===== src/rtl/uart_rx.sv =====
// uart_rx -- 8N1 serial receiver, LSB first, with a small first-word-fall-through FIFO.
//
// Parameters:
//   CLKS_PER_BIT  clock cycles per bit (16..65535)
//   FIFO_DEPTH    receive FIFO entries (power of two, 2..16)
//
// Ports:
//   clk        system clock
//   rst        asynchronous active-high reset
//   rx_pin     serial input, idle high, asynchronous to clk
//   rx_byte    FIFO head byte (0 while the FIFO is empty)
//   rx_valid   FIFO not empty
//   rx_ack     pops the head byte
//   frame_err  one-cycle pulse: stop bit sampled low, byte dropped
//   overrun    one-cycle pulse: byte completed while FIFO full, byte dropped
//   busy       receiver FSM not idle
//
// Consumer handshake: rx_valid/rx_ack follow valid/ready rules. A byte is
// transferred on every rising clk edge where rx_valid and rx_ack are both 1;
// rx_ack while rx_valid is 0 has no effect. rx_byte is stable while rx_valid
// is high and no transfer has happened.

module uart_rx #(
  parameter int CLKS_PER_BIT = 868,
  parameter int FIFO_DEPTH   = 4
) (
  input  logic       clk,
  input  logic       rst,
  input  logic       rx_pin,
  output logic [7:0] rx_byte,
  output logic       rx_valid,
  input  logic       rx_ack,
  output logic       frame_err,
  output logic       overrun,
  output logic       busy
);

  localparam int          AW     = $clog2(FIFO_DEPTH);
  localparam logic [15:0] LAST   = 16'(CLKS_PER_BIT - 1);
  localparam logic [15:0] MID    = 16'(CLKS_PER_BIT / 2);
  localparam logic [15:0] MID_M1 = 16'(CLKS_PER_BIT / 2 - 1);
  localparam logic [15:0] MID_P1 = 16'(CLKS_PER_BIT / 2 + 1);

  typedef enum logic [2:0] {IDLE, START, DATA, STOP, BREAK} state_t;

  // Two-flop synchronizer; resets to the idle (high) line level.
  logic sync1, sync2, rx_s;

  always_ff @(posedge clk or posedge rst) begin
    if (rst) begin
      sync1 <= 1'b1;
      sync2 <= 1'b1;
    end else begin
      sync1 <= rx_pin;
      sync2 <= sync1;
    end
  end

  assign rx_s = sync2;

  // Receiver state
  state_t      state, state_n;
  logic [15:0] cnt, cnt_n;
  logic [2:0]  bit_idx, bit_n;
  logic [7:0]  shreg, shreg_n;
  logic        v0, v0_n, v1, v1_n;
  logic        vote, push, ferr_n, ovr_n;

  // FIFO state
  logic [7:0]  mem [FIFO_DEPTH];
  logic [AW:0] wr_ptr, rd_ptr;
  logic        empty, full, pop, room;

  // Majority of the samples at mid-1, mid and the live sample at mid+1.
  assign vote = (v0 & v1) | (v0 & rx_s) | (v1 & rx_s);

  always_ff @(posedge clk or posedge rst) begin
    if (rst) begin
      state     <= IDLE;
      cnt       <= '0;
      bit_idx   <= '0;
      shreg     <= '0;
      v0        <= 1'b1;
      v1        <= 1'b1;
      frame_err <= 1'b0;
      overrun   <= 1'b0;
    end else begin
      state     <= state_n;
      cnt       <= cnt_n;
      bit_idx   <= bit_n;
      shreg     <= shreg_n;
      v0        <= v0_n;
      v1        <= v1_n;
      frame_err <= ferr_n;
      overrun   <= ovr_n;
    end
  end

  always_comb begin
    state_n = state;
    cnt_n   = cnt;
    bit_n   = bit_idx;
    shreg_n = shreg;
    v0_n    = v0;
    v1_n    = v1;
    push    = 1'b0;
    ferr_n  = 1'b0;
    ovr_n   = 1'b0;

    if (state == START || state == DATA || state == STOP) begin
      cnt_n = (cnt == LAST) ? 16'd0 : 16'(cnt + 16'd1);
      if (cnt == MID_M1) v0_n = rx_s;
      if (cnt == MID)    v1_n = rx_s;
    end

    case (state)
      IDLE: begin
        // The falling-edge cycle counts as cnt 0 of the start bit.
        if (!rx_s) begin
          state_n = START;
          cnt_n   = 16'd1;
        end
      end
      START: begin
        if (cnt == MID_P1 && vote) begin
          state_n = IDLE;
          cnt_n   = 16'd0;
        end else if (cnt == LAST) begin
          state_n = DATA;
          bit_n   = 3'd0;
        end
      end
      DATA: begin
        if (cnt == MID_P1) shreg_n = {vote, shreg[7:1]};
        if (cnt == LAST) begin
          if (bit_idx == 3'd7) state_n = STOP;
          else                 bit_n   = 3'(bit_idx + 3'd1);
        end
      end
      STOP: begin
        // Decide mid-stop-bit so a following start bit is never missed.
        if (cnt == MID_P1) begin
          cnt_n = 16'd0;
          if (vote) begin
            state_n = IDLE;
            if (room) push  = 1'b1;
            else      ovr_n = 1'b1;
          end else begin
            state_n = BREAK;
            ferr_n  = 1'b1;
          end
        end
      end
      BREAK: begin
        if (rx_s) state_n = IDLE;
      end
      default: state_n = IDLE;
    endcase
  end

  assign busy = (state != IDLE);

  // FIFO: pointers carry one extra wrap bit to tell full from empty.
  assign empty = (wr_ptr == rd_ptr);
  assign full  = (wr_ptr[AW] != rd_ptr[AW]) && (wr_ptr[AW-1:0] == rd_ptr[AW-1:0]);
  assign pop   = rx_ack && !empty;
  // A simultaneous pop frees the slot the push needs.
  assign room  = !full || pop;

  always_ff @(posedge clk or posedge rst) begin
    if (rst) begin
      wr_ptr <= '0;
      rd_ptr <= '0;
    end else begin
      if (push) wr_ptr <= wr_ptr + 1'b1;
      if (pop)  rd_ptr <= rd_ptr + 1'b1;
    end
  end

  always_ff @(posedge clk) begin
    if (push) mem[wr_ptr[AW-1:0]] <= shreg;
  end

  assign rx_valid = !empty;
  assign rx_byte  = empty ? 8'h00 : mem[rd_ptr[AW-1:0]];

endmodule


===== config.mk =====
export PLATFORM = sky130hd
export DESIGN_NAME = uart_rx
export DESIGN_NICKNAME = d
export VERILOG_FILES = /design/src/rtl/uart_rx.sv
export SDC_FILE = /design/constraint.sdc
export NUM_CORES = 1
export LEC_CHECK = 0
export BUFFER_PORTS_ARGS = -buffer_cell sky130_fd_sc_hd__buf_2
export CORE_UTILIZATION = 62
export CTS_CLUSTER_DIAMETER = 80
export DETAILED_ROUTE_END_ITERATION = 8
export GPL_ROUTABILITY_DRIVEN = 0
export PLACE_DENSITY = 0.8
export SYNTH_ARGS = -nofsm -noshare
export SYNTH_HDL_FRONTEND = slang
export SYNTH_SLANG_ARGS = --single-unit

===== constraint.sdc =====
create_clock -name clk -period 4.15 [get_ports clk]
set_input_delay 0.2075 -clock clk [delete_from_list [all_inputs] [get_ports clk]]
set_output_delay 0.2075 -clock clk [all_outputs]
set_load 0.05 [all_outputs]

[Word level (Yosys, flattened, before mapping)]
Memories as Yosys holds them, arrays and structs flattened.
Index checks and enable logic that the tools add are counted.
Operators by class
  add/subtract/negate cells: 4
  multiply operators: 0
  divide/modulo/power cells: 0
  order comparisons: 0
  eq/ne operators: 21
  shifts and indexed selects: 0
  multiplexer cells: 34
  bitwise operators: 5
  reductions and logical operators: 16
Operators with widths (number)
  $mux W16: 5
  $eq A16 B9 Y1 const B: 3
  $pmux W16 S3: 1
  $mux W3: 12
  $add A16 B1 Y16 const B: 1
  $eq A16 B10 Y1 const B: 1
  $pmux W3 S5: 1
  $mux W1: 13
  $add A3 B1 Y3 const B: 3
  $mux W8: 1
  $ne A2 B1 Y1 const B: 4
  $ne A2 B2 Y1 const B: 4
  $eq A3 B2 Y1 const B: 2
  $eq A3 B3 Y1 const B: 2
  $pmux W3 S2: 1
  $reduce_and A2 Y1: 3
  $reduce_and A6 Y1: 1
  $reduce_and A5 Y1: 1
  $and A1 B1 Y1: 3
  $eq A3 B1 Y1 const B: 1
  $eq A3 B3 Y1: 1
  $logic_and A1 B1 Y1: 3
  $logic_not A3 Y1: 1
  $logic_or A1 B1 Y1: 3
  7 further kinds: 9
Storage, ports and cells
  flip-flop bits (word level): 42
  bits in latches: 0
  bits in writable memories: 32
  memory bits (read-only): 0
  input port bits: 4
  logic and storage cells: 93
  memories: 1
Memory list
  mem: depth 4, width 8, read ports 1, clocked after memory_dff 0, wr ports 1, line 70  | logic [7:0] mem [FIFO_DEPTH];

[Logic depth before layout (Yosys ltp)]
  depth in word-level cells: 10
  depth in mapped cells: 6
  depth with buffers taken out: 6

[Worst setup path before layout]
Ideal clock, no wire load.
  kind: register to register
  start: reg cnt[1]
  end: mem mem[3][0], enable pin
  arrival: 1.924 ns
  required time: 3.767 ns
  setup slack: 1.843 ns
  stages on the path, launching flop included: 5
  buffers on the path: 0
  period minus slack after synthesis: 2.307 ns
  cell sequence: dfrtp_1 ha_1 nor3b_2 nand4_4 nor4b_2
On the way
  longest elaborated chain between the ends: 5
RTL lines
  from (decl): line 63  | logic [15:0] cnt, cnt_n;
  from (signal assigned): line 89  | cnt <= cnt_n;
  $eq A16 B9 Y1: line 142  | if (cnt == MID_P1) begin
  $mux W1: line 142
  $mux W1: line 116  | case (state)
  $mux W1: line 181  | if (push) mem[wr_ptr[AW-1:0]] <= shreg;
  $mux W1 (implied by the code): line 181
  to (decl): line 70
Every way passes these cells.

[Worst setup path after layout]
  start: reg cnt[1]
  end: mem mem[3][6], enable pin
The elaborated chain is that of the path after synthesis.

==> results.json <==
{
  "cp_slowest_cell": "nor4b_2",
  "final_cell_mix": "dfrtp_1 (38), edfxtp_1 (32), and2_1 (15), buf_2 (15), mux2_2 (13)",
  "path_delay_family": "simple AND/OR/NAND/NOR gates",
  "critPathArrivalTime_ns": 2.62,
  "synth_area_leaders": "edfxtp_1 (27%), dfrtp_1 (26%), mux4_2 (5.0%)",
  "tightest_slew_ns": 0.9667,
  "power.leakage_uw": 0.001708,
  "vdd_drop_max_mv": 0.2684,
  "hold_path_depth": 3,
  "antenna_found_initial": 0,
  "die_area_um2": 6113,
  "firstDrtPassIters": 4,
  "die_h_um": 78.19,
  "io_buffers": 15,
  "layout_commonest_cell": "dfrtp_1",
  "max_freq_mhz": 376.3,
  "p_per_area_nw_per_um2": 382.3,
  "synthesis.area_um2": 3598,
  "yosysTopAreaCellShare": 0.2670,
  "syn_to_final_growth_pct": 8.727,
  "wl_met3_um": 183,
  "grt_util_all_layers": 0.2077,
  "grt_max_degree": 43,
  "root_buffer": "clkbuf_8",
  "cp-end-kind": "flip-flop",
  "finalCriticalPeriod_ns": 2.657,
  "wl_met1_um": 2643,
  "finalPower_uw": 1496,
  "synth_nets": 279,
  "hold_path.class": "primary input to flip-flop",
  "fillers": 388,
  "status": "completed",
  "ys_seq_area_frac": 0.5605,
  "cts_tree": "yes",
  "slowest_delay_ns": 0.90,
  "path_clk_slew_ns": 0.08,
  "relSlewSlack": 0.3539,
  "coreArea_um2": 5540,
  "slew_violations": 0,
  "timing.critical_path.from_type": "flip-flop",
  "vias_per_cell": 5.881,
  "htreeDepth": 3,
  "fin_nets": 297,
  "netlist.top_cell.by_area": "edfxtp_1",
  "totalWireLength_um": 5626,
  "synth.avg_cell_area_um2": 13.58,
  "top_layer": "met4",
  "wl_met2_um": 2688,
  "cp_max_fo": 9,
  "post-dp-hpwl_um": 3989,
  "min_period_over_period": 0.6404,
  "crit_chain": "ha_1 > nor3b_2 > nand4_4 > nor4b_2",
  "maxCapViolCount": 0,
  "wire_per_inst_um": 15.63,
  "yosysWarningCount": 0,
  "critical_path_required_ns": 4.11,
  "cts_setup_buffers": 0,
  "yosys.cell_types.count": 55,
  "post_cts_resized": 0,
  "clock_latency_ns": 0.34,
  "clock_skew_ns": 0.01077,
  "syn_inst": 265,
  "antenna_left": 0,
  "cts_made_buffers": 9,
  "num_vias": 2117,
  "critical_path_class": "flip-flop to flip-flop",
  "first_iter_violations": 107,
  "crit_buf_inv": 0,
  "drc_errors": 0,
  "clock_path_buffers": 2,
  "setup_viol": 0,
  "num_rows": 27,
  "start_util": 0.6495,
  "grt_pass1_wl_um": 9508,
  "r2r_cells": 4,
  "first_global_vias": 1986,
  "cts_sinks": 74,
  "overflow": 0,
  "synth-seq-cells": 74,
  "worstSetupPathDepth": 4,
  "pin_count": 16,
  "die_w_um": 78.19,
  "drive_gt1_frac": 0.2778,
  "fin_tns_setup_ns": 0,
  "diodes": 0,
  "rsz0062_at_grt": "false",
  "hold_viol": 0
}
-- repair_timing --
item	CTS	global route
endpoints found under the hold margin	38	0
endpoints found under the setup margin	0	0
hold buffers	2	0
-- power breakdown --
| part | internal (uW) | total [uW] | leakage (uW) | switching [uW] |
|---|---|---|---|---|
| Clock | 275 | 541 | 0.0000869 | 265 |
| Sequential | 776 | 830 | 0.000916 | 54.0 |
| Combinational | 68.6 | 125 | 0.000705 | 56.4 |
-- cells in the mapped netlist (all sizes together) --
| master | number |
|---|---|
| dfrtp | 38 |
| edfxtp | 32 |
| and2 | 16 |
| mux2 | 13 |
| a21oi | 11 |
| nand4 | 11 |
| ha | 10 |
| o21ai | 10 |
| nand2 | 9 |
| nand3 | 9 |
| nor3 | 9 |
| or3 | 9 |
| mux4 | 8 |
| nor2 | 8 |
| xor2 | 8 |
| buf | 7 |
| inv | 6 |
| xnor2 | 5 |
| clkbuf | 4 |
| dfstp | 4 |
| nor4b | 4 |
| or4 | 4 |
| and3 | 3 |
| and4 | 3 |
| nor3b | 3 |
| nor4 | 3 |
| o31ai | 3 |
| a21o | 2 |
| a22o | 2 |
| a211oi | 1 |
| a221oi | 1 |
| a22oi | 1 |
| and4b | 1 |
| maj3 | 1 |
| nand2b | 1 |
| nor2b | 1 |
| o211ai | 1 |
| o21ba | 1 |
| o21bai | 1 |
| or3b | 1 |
-- per-layer routing --
| metal | vias to the layer above | track usage |
|---|---|---|
| li1 | 1036 | - |
| met1 | 1029 | 0.2811 |
| met2 | 38 | 0.3237 |
| met3 | 14 | 0.04419 |
| met4 | 0 | 0.09630 |
| met5 | - | 0 |
-- path summary, 6_finish.rpt --
kind,slack [ns],from,endpoint
worst max register to register,1.49,cnt[1],mem[3][6]
max in group asynchronous,3.25,rst,sync1
worst min register to register,0.36,sync1,rx_s
min in group asynchronous,0.53,rst,cnt[1]
worst max-delay path,1.49,cnt[1],mem[3][6]
worst min-delay path,0.18,rx_ack,rd_ptr[2]
-- kinds of logic after synthesis --
logic type	Yosys count	share of synthesized area
and+or+nand+nor	95	0.1832
muxes	21	0.09075
DFF	74	0.5605
xor gates and xnor gates	13	0.03164
adders and majority gates	11	0.03755
AOI/OAI and AO/OA	34	0.07024
buffers and inverters	17	0.02607
-- registers in the layout (all words and copies together) (netlist names), 3 cells and up --
signal   count
wr_ptr       3
bit_idx      3
state        3
rd_ptr       3
cnt         16
mem         32
shreg        8
-- through the flow --
stage | worst slack [ns] | hold WS, ns | cell area, um2 | std cells | utilization
finish | 1.493 | 0.1788 | 3913 | 360 | 0.7062
global route | 1.301 | 0.1981 | 3913 | 360 | 0.7062
CTS | 1.488 | 0.1660 | 3913 | 360 | 0.7062
detailed placement | 1.487 | 0.3163 | 3700 | 342 | 0.6678
global placement | 1.638 | 0.3148 | 3700 | 342 | 0.6678
floorplan | 1.843 | 0.2120 | 3598 | 265 | -
-- final cells by class --
type | instances | area, um2 | area share
Tap cell | 72 | 90.09 | 0.02303
Inverter | 6 | 22.52 | 0.005756
Timing Repair Buffer | 18 | 102.6 | 0.02622
Sequential cell | 74 | 2017 | 0.5155
Clock inverter | 7 | 68.82 | 0.01759
Clock buffer | 9 | 123.9 | 0.03166
Multi-Input combinational cell | 174 | 1488 | 0.3802
-- worst reg2reg max path, delay by kind of cell, from the launching register on --
kind	cells	cell delay, ns
AND/OR/NAND/NOR	3	1.46
flip-flops	1	0.50
adder cells (fa/ha/maj)	1	0.32
Note: power is estimated with default switching activity, not from simulation.
